### src/rtl/mips_run_ctrl_if.sv
// rtl/mips_run_ctrl_if.sv - host command handshake between debug host and run controller
interface mips_run_ctrl_if;
  logic        cmd_valid;
  logic [1:0]  cmd_op;
  logic [15:0] step_count;
  logic        cmd_ready;

  modport master (output cmd_valid, output cmd_op, output step_count, input cmd_ready);
  modport slave  (input cmd_valid, input cmd_op, input step_count, output cmd_ready);
endinterface

### src/rtl/mips_run_ctrl.sv
// rtl/mips_run_ctrl.sv - run/step/halt sequencer for the single-cycle MIPS core
module mips_run_ctrl #(
  parameter int CNT_WIDTH    = 32,
  parameter int RST_HOLD_CYC = 2
) (
  input  logic                 clk,
  input  logic                 rst,
  mips_run_ctrl_if.slave       cmd,
  input  logic                 bp_en,
  input  logic [31:0]          bp_addr,
  input  logic [31:0]          pc_addr,
  input  logic [31:0]          instr,
  output logic                 cpu_rst,
  output logic                 cpu_en,
  output logic [1:0]           state,
  output logic                 halted,
  output logic [1:0]           halt_cause,
  output logic [CNT_WIDTH-1:0] cycle_cnt,
  output logic [CNT_WIDTH-1:0] instr_cnt
);
  localparam int HW = (RST_HOLD_CYC < 1) ? 1 : $clog2(RST_HOLD_CYC + 1);
  localparam logic [HW-1:0] HOLD_LOAD = HW'(RST_HOLD_CYC);

  localparam logic [1:0] OP_RUN  = 2'b00;
  localparam logic [1:0] OP_STEP = 2'b01;
  localparam logic [1:0] OP_HALT = 2'b10;
  localparam logic [1:0] OP_CLR  = 2'b11;

  typedef enum logic [1:0] {
    ST_RST_HOLD = 2'b00,
    ST_HALTED   = 2'b01,
    ST_RUN      = 2'b10,
    ST_STEP     = 2'b11
  } state_t;

  state_t      st;
  logic [HW-1:0] hold_cnt;
  logic [15:0] remain;
  logic        first;
  logic        brk;
  logic        bp_hit;
  logic        active;
  logic        acc;

  assign brk    = (instr[31:26] == 6'd0) && (instr[5:0] == 6'h0D);
  // first suppresses the breakpoint on the resume cycle so the stopped PC can retire
  assign bp_hit = bp_en && (pc_addr == bp_addr) && !first;
  assign active = (st == ST_RUN) || (st == ST_STEP);
  assign cpu_en = active && !bp_hit && !brk;
  assign acc    = cmd.cmd_valid && cmd.cmd_ready;

  assign cmd.cmd_ready = (st != ST_RST_HOLD);
  assign cpu_rst       = (st == ST_RST_HOLD);
  assign halted        = (st == ST_HALTED);
  assign state         = st;

  always_ff @(posedge clk) begin
    if (rst) begin
      st         <= ST_RST_HOLD;
      hold_cnt   <= HOLD_LOAD;
      halt_cause <= 2'd0;
      cycle_cnt  <= '0;
      instr_cnt  <= '0;
      remain     <= 16'd0;
      first      <= 1'b0;
    end else begin
      first <= 1'b0;
      if (active && (cycle_cnt != '1)) cycle_cnt <= cycle_cnt + 1'b1;
      if (cpu_en && (instr_cnt != '1)) instr_cnt <= instr_cnt + 1'b1;

      case (st)
        ST_RST_HOLD: begin
          if (hold_cnt == '0) begin
            st         <= ST_HALTED;
            halt_cause <= 2'd0;
          end else begin
            hold_cnt <= hold_cnt - 1'b1;
          end
        end
        ST_HALTED: begin
          if (acc) begin
            case (cmd.cmd_op)
              OP_RUN: begin
                st    <= ST_RUN;
                first <= 1'b1;
              end
              OP_STEP: begin
                st     <= ST_STEP;
                remain <= (cmd.step_count == 16'd0) ? 16'd1 : cmd.step_count;
                first  <= 1'b1;
              end
              OP_CLR: begin
                st        <= ST_RST_HOLD;
                hold_cnt  <= HOLD_LOAD;
                cycle_cnt <= '0;
                instr_cnt <= '0;
              end
              default: ;
            endcase
          end
        end
        default: begin
          // RUN and STEP share stop rules; later assignments here override the counter bumps
          if (acc && cmd.cmd_op == OP_CLR) begin
            st        <= ST_RST_HOLD;
            hold_cnt  <= HOLD_LOAD;
            cycle_cnt <= '0;
            instr_cnt <= '0;
          end else if (bp_hit) begin
            st         <= ST_HALTED;
            halt_cause <= 2'd1;
          end else if (brk) begin
            st         <= ST_HALTED;
            halt_cause <= 2'd3;
          end else begin
            if (st == ST_STEP && cpu_en) remain <= remain - 1'b1;
            if (st == ST_STEP && cpu_en && remain == 16'd1) begin
              st         <= ST_HALTED;
              halt_cause <= 2'd2;
            end else if (acc && cmd.cmd_op == OP_HALT) begin
              st         <= ST_HALTED;
              halt_cause <= 2'd0;
            end
          end
        end
      endcase
    end
  end
endmodule
### src/flat_wrapper.sv
// flat-port wrapper written by rule: the top's interface ports become plain ports
module mips_run_ctrl_flat 
#(
  parameter int CNT_WIDTH    = 32,
  parameter int RST_HOLD_CYC = 2
)
  (clk, rst, bp_en, bp_addr, pc_addr, instr, cpu_rst, cpu_en, state, halted, halt_cause, cycle_cnt, instr_cnt, cmd_cmd_valid, cmd_cmd_op, cmd_step_count, cmd_cmd_ready);
  mips_run_ctrl_if cmd_i ();
  input  logic clk;
  input  logic rst;
  input  logic bp_en;
  input  logic [31:0] bp_addr;
  input  logic [31:0] pc_addr;
  input  logic [31:0] instr;
  output logic cpu_rst;
  output logic cpu_en;
  output logic [1:0] state;
  output logic halted;
  output logic [1:0] halt_cause;
  output logic [CNT_WIDTH-1:0] cycle_cnt;
  output logic [CNT_WIDTH-1:0] instr_cnt;
  input wire logic [$bits(cmd_i.cmd_valid)-1:0] cmd_cmd_valid;
  input wire logic [$bits(cmd_i.cmd_op)-1:0] cmd_cmd_op;
  input wire logic [$bits(cmd_i.step_count)-1:0] cmd_step_count;
  output wire logic [$bits(cmd_i.cmd_ready)-1:0] cmd_cmd_ready;
  assign cmd_i.cmd_valid = cmd_cmd_valid;
  assign cmd_i.cmd_op = cmd_cmd_op;
  assign cmd_i.step_count = cmd_step_count;
  assign cmd_cmd_ready = cmd_i.cmd_ready;
  mips_run_ctrl #(.CNT_WIDTH(CNT_WIDTH), .RST_HOLD_CYC(RST_HOLD_CYC)) u_core (.clk(clk), .rst(rst), .cmd(cmd_i), .bp_en(bp_en), .bp_addr(bp_addr), .pc_addr(pc_addr), .instr(instr), .cpu_rst(cpu_rst), .cpu_en(cpu_en), .state(state), .halted(halted), .halt_cause(halt_cause), .cycle_cnt(cycle_cnt), .instr_cnt(instr_cnt));
endmodule
### config.mk
export PLATFORM = sky130hd
export DESIGN_NAME = mips_run_ctrl_flat
export DESIGN_NICKNAME = d
export VERILOG_FILES = /design/src/rtl/mips_run_ctrl_if.sv /design/src/rtl/mips_run_ctrl.sv /design/src/flat_wrapper.sv
export SDC_FILE = /design/constraint.sdc
export NUM_CORES = 1
export LEC_CHECK = 0
export BUFFER_PORTS_ARGS = -buffer_cell sky130_fd_sc_hd__buf_2
export CAP_MARGIN = 20
export CORE_MARGIN = 2
export CORE_UTILIZATION = 30
export DETAILED_ROUTE_END_ITERATION = 10
export SYNTH_ARGS = -nofsm -noshare
export SYNTH_HDL_FRONTEND = slang
export SYNTH_SLANG_ARGS = --single-unit
### constraint.sdc
create_clock -name clk -period 5.7 [get_ports clk]
set_input_delay 0.285 -clock clk [delete_from_list [all_inputs] [get_ports clk]]
set_output_delay 0.285 -clock clk [all_outputs]
set_load 0.02 [all_outputs]
==> metrics.md, run 1 <==
| Metric | Value |
|---|---|
| Outcome | finished, violations left |
| Failing checks | design-rule violations |
| Root Driver | clkbuf_16 |
| CTS resizes | 0 |
| Area of the multi-input gates | between 3000 and 4000 um^2 |
| Hold path endpoint | u_core.remain[12] |
| Largest net degree at the start of global routing | between 50 and 60 |
| P&R area growth vs syn | 24.04% |
| Setup tns final | 0 ps |
| Die Y | around 140 um |
| Final WS setup | 2683 ps |
| DP Area | roughly 6600 um^2 |
| Syn Nets | between 800 and 900 |
| Worst setup path start | u_core.instr_cnt[14] |
| Die Footprint | a little under 20,000 um^2 |
| Top_reg_cell synth | dfxtp_1 |
| Number of global-route vias before repair | around 5,500 |
| Worst setup path class | reg -> reg |
| Worst slew pin tran | roughly 1000 ps |
| Max-cap violations | 0 |
| Slew headroom | 0.3358 |
| Fmax | 331.4 MHz |
| Drt pass-1 iters | 8 |
| Vias | about 5,800 |
| H-Tree Depth | 3 |
| Worst Path Max Fanout | 12 |
| RePlAce Congestion | roughly 0.81 |
| Ys async rst share | 0 |
| Hold Path Stages | 3 |
| Clock tree buffer depth | 2 |
| Clock transition at path regs | roughly 70 ps |
| DRT iter0 DRCs | about 370 |
| DP Wirelength | ~12,000 um |
| Finished Cell Area | ~7000 um^2 |
| Synthesis-stage register bit count | 87 |
| Area of the mapped netlist | ~5600 um^2 |
| Post-synthesis sequential area ratio | 0.3131 |
| Layout Nets | 970 |
| GR Overflow Total | 0 |
| Clock Skews | between 8 and 9 ps |
| Crit path DAT | roughly 3200 ps |
| Min-Delay Startpoint | cmd_step_count[12] |
| Post-synth EDFFs | 0 |
| Startpoint types | register |
| Setup repair bufs after CTS | 0 |
| Fill cells | roughly 1,900 |
| CTS Hold Bufs | 0 |
| Share of cells above drive strength 1 | 0.2470 |
| Clock latency on the worst-skew pair | 350 ps |
| Die width | around 140 um |
| Sequential Area | around 1700 um^2 |
| RSZ-0062 raised after global routing | no |
| Post-synthesis cell type count | 73 |
| IO buf count | between 150 and 200 |
| End of the worst register-to-register path | u_core.instr_cnt[19] |
| Final Critical Period | slightly above 3000 ps |
| Post-DRT Antenna Nets | 0 |
| Via/cell ratio | between 5 and 6 |
| Crit share post-route | 0.5293 |
| Clock sink total | 87 |
| Final Hold Violating Endpoints | 0 |
| Setup WS pre-CTS | approximately 2700 ps |
| Rows | between 40 and 50 |
| Leakage | between 2 and 3 nW |
| Flop2flop setup slack | roughly 2700 ps |
| Antenna Cells | 0 |
| Max VDD drop | approximately 0.14 mV |
| CTS buffer count | 9 |
| Crit end category | register |
| Avg Synthesized Cell Area | ~8 um^2 |
| Core area | 18,090 um^2 |
| # IOs | 190 |
| P per Cell Area | about 240 nW/um^2 |
| Final wirelength | about 17,000 um |
| Slew Limit Fails | 0 |
| R2R depth | 6 |
| Most frequent cells in the layout | buf_2 (169), dfxtp_1 (87), nand2_1 (72) |
| Starting Density | 0.3076 |
| Worst r2r src | u_core.instr_cnt[14] |
| CTS tree | built |
| HP Class | in -> reg |
| Design Power | ~1.7 mW |
| Setup Viol. Count Final | 0 |
| Req. time, crit path | 5920 ps |
| Cells after Synth | 697 |
| Routed length per placed instance | 15.47 um |
| Leading cell type in the layout, fill and taps excluded | buf_2 |
| Initial antenna violation count | 0 |
| Yosys Warn Count | 0 |
| First-pass GRT wire length | between 20,000 and 30,000 um |
| Finished Core Util | 0.3815 |
| # DRC | 7 |
| Total GRT Usage | 0.1691 |
## cells in the mapped netlist (all sizes together), types with 23 or more instances
library cell / instances / share of area
a21oi: 36 / 0.032
clkbuf: 30 / 0.020
dfxtp: 87 / 0.31
inv: 26 / 0.018
mux2i: 23 / 0.041
nand2: 72 / 0.049
nand2b: 25 / 0.028
nand3: 31 / 0.029
nand4: 27 / 0.031
nor2: 41 / 0.028
nor3: 28 / 0.026
nor4: 27 / 0.034
o21ai: 23 / 0.021
## area by class of cell
cell class	count	area share
clock buffer	9	0.03264
clock inverter	7	0.01396
inverter	26	0.01414
multi-input combinational	542	0.5162
sequential	87	0.2524
tap	229	0.04152
timing repair buffer	175	0.1291
## kinds of logic (layout without fill, tap and decap cells)
kind of cell / after synthesis / in the layout / synth area share
compound gates: 145 / 145 / 0.1871
xor+xnor: 44 / 44 / 0.06927
mux: 23 / 23 / 0.04139
fa+ha+maj: 11 / 11 / 0.02474
flops: 87 / 87 / 0.3131
simple gates: 319 / 319 / 0.3144
buf+inv: 68 / 217 / 0.04993
## per-layer routing
metal / share of wire / wire (um) / track usage
met1: 0.46 / 7598 / 0.2224
met2: 0.48 / 8015 / 0.2856
met3: 0.049 / 816 / 0.03385
met4: 0.012 / 202 / 0.04040
met5: 0 / 0 / 0
## flip-flops by register name, summed over array words and instances (netlist names)
| name | cells |
|---|---|
| u_core.instr_cnt | 32 |
| u_core.first | 1 |
| u_core.remain | 16 |
| u_core.state | 2 |
| u_core.cycle_cnt | 32 |
| u_core.hold_cnt | 2 |
| u_core.halt_cause | 2 |
## through the flow
| stage | cells | hold slack (ps) |
|---|---|---|
| 2_1_floorplan | 697 | 439.0 |
| 3_3_place_gp | 1059 | 452.6 |
| 3_5_place_dp | 1059 | 455.8 |
| 4_1_cts | 1075 | 273.7 |
| 5_1_grt | 1075 | 294.3 |
| 6_report | 1075 | 288.3 |
## critical path: stages (launching register included)
cell     delay, ps
dfxtp_1        490
nand4_2        230
nor4_4         420
nand4_1        540
nor2_1         910
nor4_1         150
mux2i_1        160
## how the worst max path moves through the flow
stage               depth (start not counted)  slack [ps]                    to
global placement                            6        2720  u_core.instr_cnt[19]
detailed placement                          6        2730  u_core.instr_cnt[19]
global route                                6        2460  u_core.instr_cnt[19]
floorplan                                   7        3460   u_core.cycle_cnt[0]
CTS                                         6        2690  u_core.instr_cnt[19]
finish                                      6        2680  u_core.instr_cnt[19]
## report_power, final
group          internal [mW]  total, mW  leakage, nW  switching [mW]
Combinational          0.140      0.369         1.92           0.230
Sequential             0.626      0.644        0.701          0.0180
Clock                  0.385      0.653        0.148           0.268
Total                   1.15       1.67         2.76           0.515
(Power assumes the default switching activity.)
==> run 2: changes to the inputs <==
ABC_AREA = 1   (was not set)
clock period = 3 ns   (was 5.7 ns; I/O delays follow)
==> run 2 against run 1 <==
The run now ends clean. Flip-flop and latch count did not move. Area after synthesis rose by 13%. Via count is 20% higher. Non-clock buffer count up 4. Maximum frequency up 37%. Count of clock-buffer cells in the layout did not move. Power grew to 2.6 times the previous value. Core utilization fell by 0.50 points. Die area up 13%. Critical path type unchanged. Critical endpoint is now u_core.instr_cnt[17]. Largest power group is now combinational logic.
==> metrics.md, run 2 <==
| Metric | Value |
|---|---|
| Outcome | completed |
| P&R area growth vs syn | 22.37% |
| Hold path endpoint | u_core.remain[12] |
| Largest regs | u_core.cycle_cnt: 32 flops, u_core.instr_cnt: 32 flops, u_core.remain: 16 flops |
| Initial antenna violation count | 0 |
| Rows | between 50 and 60 |
| Flop2flop setup slack | 800 ps |
| RSZ-0062 raised after global routing | no |
| Post-synth EDFFs | 0 |
| Most frequent cells in the layout | nand2_1 (254), buf_2 (169), nor2_1 (161) |
| WP buf/inv | 1 |
| GR Overflow Total | 0 |
| End of the worst register-to-register path | u_core.instr_cnt[17] |
| Share of cells above drive strength 1 | 0.2041 |
| Die width | around 150 um |
| Avg Synthesized Cell Area | ~6.2 um^2 |
| Post-DRT Antenna Nets | 0 |
| Crit share post-route | 0.7332 |
| H-Tree Depth | 3 |
| Max VDD drop | 0.2863 mV |
| Ys async rst share | 0 |
| Vias | around 6,900 |
| Antenna Cells | 0 |
| Root Driver | clkbuf_16 |
| Final WS setup | 800.5 ps |
| Worst slew pin tran | approximately 630 ps |
| Synthesis-stage register bit count | 87 |
| Yosys top cell by area | dfxtp_1 |
| Crit path DAT | roughly 2500 ps |
| Clock transition at path regs | about 70 ps |
| Slew headroom | 0.5820 |
| RePlAce Congestion | ~0.9 |
| Post-synthesis cell type count | 48 |
| Main area contributors after synthesis | dfxtp_1 (28%), nand2_1 (15%), nor2_1 (9.6%) |
| CTS resizes | 0 |
| Setup tns final | 0 ps |
| Max-cap violations | 0 |
| Finished Core Util | 0.3765 |
| Setup repair bufs after CTS | 0 |
| Clock sink total | 87 |
| Req. time, crit path | 3250 ps |
| Met3 Track Usage GR | 0.03150 |
| Design Power | between 4 and 5 mW |
| CTS tree | built |
| Top-count cell post-synth | nand2_1 |
| Core area | slightly above 20,000 um^2 |
| # IOs | 190 |
| Largest net degree at the start of global routing | 35 |
| Post-synthesis sequential area ratio | 0.2771 |
| Slew Limit Fails | 0 |
| Worst setup path class | reg -> reg |
| Worst r2r src | u_core.instr_cnt[0] |
| First-pass GRT wire length | between 30,000 and 40,000 um |
| Dpl cells | roughly 1,400 |
| Yosys Warn Count | 0 |
| Starting Density | 0.3077 |
| Routed length per placed instance | roughly 13 um |
| DP Wirelength | 15,270 um |
| Crit-path leading delay family | simple AND/OR/NAND/NOR gates |
| Finished Cell Area | between 7000 and 8000 um^2 |
| CTS buffer count | 9 |
| Min-Delay Startpoint | cmd_step_count[12] |
| Layout Nets | between 1,000 and 1,500 |
| Clock Skews | about 7.7 ps |
| CTS Hold Bufs | 0 |
| Fmax | about 450 MHz |
| Startpoint types | register |
| Hold slack | 172.0 ps |
| Final Critical Period | ~2200 ps |
| Worst path cell trace | ha_1, nand2_1, nor2_1, nand2_1, nor2_4, nand4_2, and3_1, buf_4, nand2_1, o21ai_0, nand2_1, nor2_1 |
| Area of the mapped netlist | roughly 6300 um^2 |
| Setup Viol. Count Final | 0 |
| IO buf count | 169 |
| Hold Path Stages | 5 |
| Number of global-route vias before repair | approximately 6,400 |
| Finished Layout Cells | 1,451 |
| Via/cell ratio | between 4 and 5 |
| HP Class | in -> reg |
| P per Cell Area | approximately 560 nW/um^2 |
| Cells after Synth | approximately 1,000 |
| Grt peak-use layer | met2 |
| Met1 usage | 0.2318 |
| Clock latency on the worst-skew pair | between 300 and 400 ps |
| Final Hold Violating Endpoints | 0 |
| Synth top area share | 0.2771 |
| # DRC | 0 |
| Final wirelength | between 15,000 and 20,000 um |
| Total GRT Usage | 0.1747 |
| R2R depth | 12 |
| Top_reg_cell synth | dfxtp_1 |
| DP Area | roughly 7400 um^2 |
| Crit end category | register |
| Slowest CP cell | dfxtp_1 |
| Setup WS pre-CTS | between 800 and 900 ps |
| Die Footprint | 22,130 um^2 |
| Drt pass-1 iters | 5 |
| Clock tree buffer depth | 2 |
| Leakage | about 3.4 nW |
| CP most frequent cell | nand2_1 |
| Syn Nets | 1,139 |
| Critical Path Stages | 12 |
| Synth top cells by count | nand2_1 (254), nor2_1 (161), inv_1 (129) |
| Leading cell type in the layout, fill and taps excluded | nand2_1 |
| CP max stage delay | roughly 400 ps |
| Die Y | roughly 150 um |
| DRT iter0 DRCs | just under 400 |
| Worst Path Max Fanout | 34 |
| GR Util met2 | 0.2917 |
## run 2: area by class of cell
cell class	instances	area (um^2)
fill	2277	12740
multi-input combinational	763	3876
sequential	87	1742
timing repair buffer	179	920.9
inverter	136	510.5
tap	270	337.8
clock buffer	9	225.2
clock inverter	7	80.08
## run 2: worst max-delay path by stage
stage	startpoint	end	slack, ps
finish	u_core.instr_cnt[0]	u_core.instr_cnt[17]	800
global route	u_core.instr_cnt[0]	u_core.instr_cnt[17]	540
CTS	u_core.instr_cnt[0]	u_core.instr_cnt[17]	820
detailed placement	u_core.instr_cnt[0]	u_core.instr_cnt[17]	830
global placement	u_core.instr_cnt[0]	u_core.instr_cnt[17]	820
floorplan	u_core.instr_cnt[0]	u_core.instr_cnt[25]	1020
## run 2: worst min-delay path, cell delays in order
cell     delay [ps]
buf_2           100
nand2_1          50
nand2_1          60
nor2_1           40
nor2_1           90
## run 2: power breakdown
part           total, mW  internal [mW]  switching (mW)
registers           1.46           1.29           0.171
clock network       1.17          0.657           0.516
logic               1.70          0.609            1.09
## run 2: logic make-up (layout without fill, tap and decap cells)
logic type / after synthesis / in the layout / synth area share
flip-flops: 87 / 87 / 0.2771
AND/OR/NAND/NOR: 582 / 582 / 0.4166
adder cells (fa/ha/maj): 11 / 11 / 0.02189
XOR/XNOR: 53 / 53 / 0.07384
AO/OA/AOI/OAI: 117 / 117 / 0.1043
buffers and inverters: 160 / 331 / 0.1063
## run 2: metal layers
metal	up-vias	wire length [um]
met5	-	0
li1	3583	-
met4	0	335
met3	26	1045
met1	3145	9086
met2	170	8911
==> run 3: changes to the inputs <==
clock period = 2.01 ns   (was 3 ns; I/O delays follow)
==> run 3 against run 2 <==
Clock skew grew 0.94 ps. Sequential power grew 41%. Final cell count grew 3.5%. Count of clock-buffer cells in the layout grew 1. First-iteration DRC count grew 8.1%. Hold slack lost 73 ps. Non-clock buffer count grew 51. Core utilization grew 2.4 points. Highest routed layer unchanged.
==> metrics.md, run 3 (synthesized netlist as in run 2, its figures left out) <==
| Metric | Value |
|---|---|
| Outcome | completed |
| Via/cell ratio | 4.736 |
| Internal power | slightly above 4 mW |
| Drt pass-1 iters | 7 |
| First-pass GRT wire length | 31,900 um |
| CP most frequent cell | nand2_1 |
| P&R area growth vs syn | 30.06% |
| CTS buffer count | 9 |
| Largest regs | u_core.cycle_cnt: 32 flops, u_core.instr_cnt: 32 flops, u_core.remain: 16 flops |
| Final Hold Violating Endpoints | 0 |
| Layout Nets | approximately 1,400 |
| CP max stage delay | ~330 ps |
| Dpl cells | 1,485 |
| RePlAce Congestion | 0.8964 |
| Fill cells | approximately 2,200 |
| Crit-path leading delay family | simple AND/OR/NAND/NOR gates |
| Number of global-route vias before repair | between 6,000 and 7,000 |
| Antenna Cells | 0 |
| Sw Share | 0.3989 |
| Vias | about 7,000 |
| Part of the power in registers | 0.305 |
| Clock latency on the worst-skew pair | roughly 340 ps |
| # DRC | 0 |
| Clock tree buffer depth | 2 |
| P per Cell Area | between 800 and 900 nW/um^2 |
| Clock Skews | 8.663 ps |
| Finished Cell Area | between 8000 and 9000 um^2 |
| R2R depth | 11 |
| Crit end category | register |
| DRT iter0 DRCs | 427 |
| Max-cap violations | 0 |
| End point of the critical path | u_core.cycle_cnt[8] |
| H-Tree Depth | 3 |
| Critical Path Stages | 11 |
| WP buf/inv | 2 |
| Slowest CP cell | dfxtp_1 |
| DP Wirelength | ~16,000 um |
| Share of cells above drive strength 1 | 0.2443 |
| Crit share post-route | 0.9312 |
| GR Overflow Total | 0 |
| Clock sink total | 87 |
| Die Y | roughly 150 um |
| Clock transition at path regs | about 70 ps |
| Rows | 52 |
| Total GRT Usage | 0.1785 |
| Largest net degree at the start of global routing | 27 |
| CTS Hold Bufs | 0 |
| Leading cell type in the layout, fill and taps excluded | nand2_1 |
| End of the worst register-to-register path | u_core.cycle_cnt[8] |
| Flop2flop setup slack | roughly 140 ps |
| Final Critical Period | between 1500 and 2000 ps |
| Starting Density | 0.3077 |
| Max VDD drop | 0.5695 mV |
| IO buf count | 169 |
| Initial antenna violation count | 0 |
| Switch Pwr | about 2.7 mW |
| Crit path DAT | approximately 2100 ps |
| HP Class | in -> reg |
| Core area | just over 20,000 um^2 |
| DP Area | approximately 8000 um^2 |
| Worst path cell trace | ha_1, inv_1, nor3_4, nand2_1, nor2_1, nand2_1, nand2_4, buf_4, nor3_1, nand2_1, o211a_1 |
| Startpoint types | register |
| Req. time, crit path | 2250 ps |
| Root Driver | clkbuf_16 |
| Leakage | between 3 and 4 nW |
| Worst slew pin tran | between 500 and 600 ps |
| Die Footprint | between 20,000 and 25,000 um^2 |
| Fmax | 534.3 MHz |
| Routed length per placed instance | 13.14 um |
| Clock share of power | 0.262 |
| CTS tree | built |
| Logic gate share of total power | 0.433 |
| Worst r2r src | u_core.cycle_cnt[0] |
| Worst Path Max Fanout | 10 |
| Slew headroom | 0.6068 |
| Worst setup path class | reg -> reg |
| Finished Core Util | 0.4002 |
| # IOs | 190 |
| Most frequent cells in the layout | nand2_1 (253), buf_2 (169), nor2_1 (159) |
| Setup Viol. Count Final | 0 |
| Post-DRT Antenna Nets | 0 |
| Slew Limit Fails | 0 |
| Worst setup path start | u_core.cycle_cnt[0] |
| Die width | roughly 150 um |
| Finished Layout Cells | between 1,500 and 2,000 |
| Final wirelength | 19,730 um |
[run 3: cell count changes in the layout (fill, tap and decap cells not counted), moves of 2 or more]
cell	delta
nand3_1	-2
buf_12	+3
clkinv_4	+2
buf_4	+48
nor2_1	-2
nand3_2	+2
[run 3: worst min path at each step]
| stage | from | to | slack [ps] | depth (start not counted) |
|---|---|---|---|---|
| 6_report | cmd_step_count[12] | u_core.remain[12] | 100 | 5 |
| 5_1_grt | cmd_step_count[12] | u_core.remain[12] | 120 | 5 |
| 4_1_cts | cmd_step_count[12] | u_core.remain[12] | 90 | 5 |
| 3_5_place_dp | u_core.hold_cnt[0] | u_core.hold_cnt[0] | 450 | 1 |
| 3_3_place_gp | cmd_step_count[12] | u_core.remain[12] | 440 | 5 |
| 2_1_floorplan | rst | u_core.instr_cnt[23] | 180 | 1 |
[run 3: per-stage QoR]
step | setup slack, ps | hold WS [ps] | TNS (ps) | power (mW)
6_report | 138.3 | 98.71 | 0 | 6.778
5_1_grt | -0.5744 | 115.6 | -0.5744 | 7.309
4_1_cts | 37.54 | 87.67 | 0 | 6.822
3_5_place_dp | 58.55 | 447.3 | 0 | 5.011
3_3_place_gp | 106.5 | 441.8 | 0 | 4.992
2_1_floorplan | 28.56 | 179.6 | 0 | 4.058
[run 3: timing repair]
action	CTS	global route
setup buffers	0	1
resized for setup	0	13
setup endpoints to repair	0	37
[run 3: metal layers]
metal  GRT usage  part of all wire  up-vias
met4     0.05571             0.022        0
met1      0.2391              0.46     3191
met5           0                 0        -
met3     0.03578             0.062       33
met2      0.2898              0.46      211
li1            -                 -     3678
[run 3: layout make-up]
class / count / area [um^2] / area share
Tap cell: 270 / 337.8 / 0.04132
Clock buffer: 10 / 239.0 / 0.02923
Timing Repair Buffer: 230 / 1341 / 0.1641
Multi-Input combinational cell: 763 / 3929 / 0.4806
Clock inverter: 6 / 76.32 / 0.009336
Sequential cell: 87 / 1742 / 0.2130
Inverter: 136 / 510.5 / 0.06244
[run 3: power groups by stage]
| stage | Clock, mW | Combinational (mW) | Sequential [mW] |
|---|---|---|---|
| 3_3_place_gp | 0 | 2.89 | 2.10 |
| 3_5_place_dp | 0 | 2.91 | 2.10 |
| 2_1_floorplan | 0 | 1.77 | 2.29 |
| 4_1_cts | 1.84 | 2.92 | 2.07 |
| 6_report | 1.78 | 2.93 | 2.06 |
| 5_1_grt | 1.91 | 3.30 | 2.09 |
[run 3: worst min-delay path: stages]
cell and delay, ps:
buf_2 90, nand2_1 50, nand2_1 50, nor2_1 40
nor2_1 80
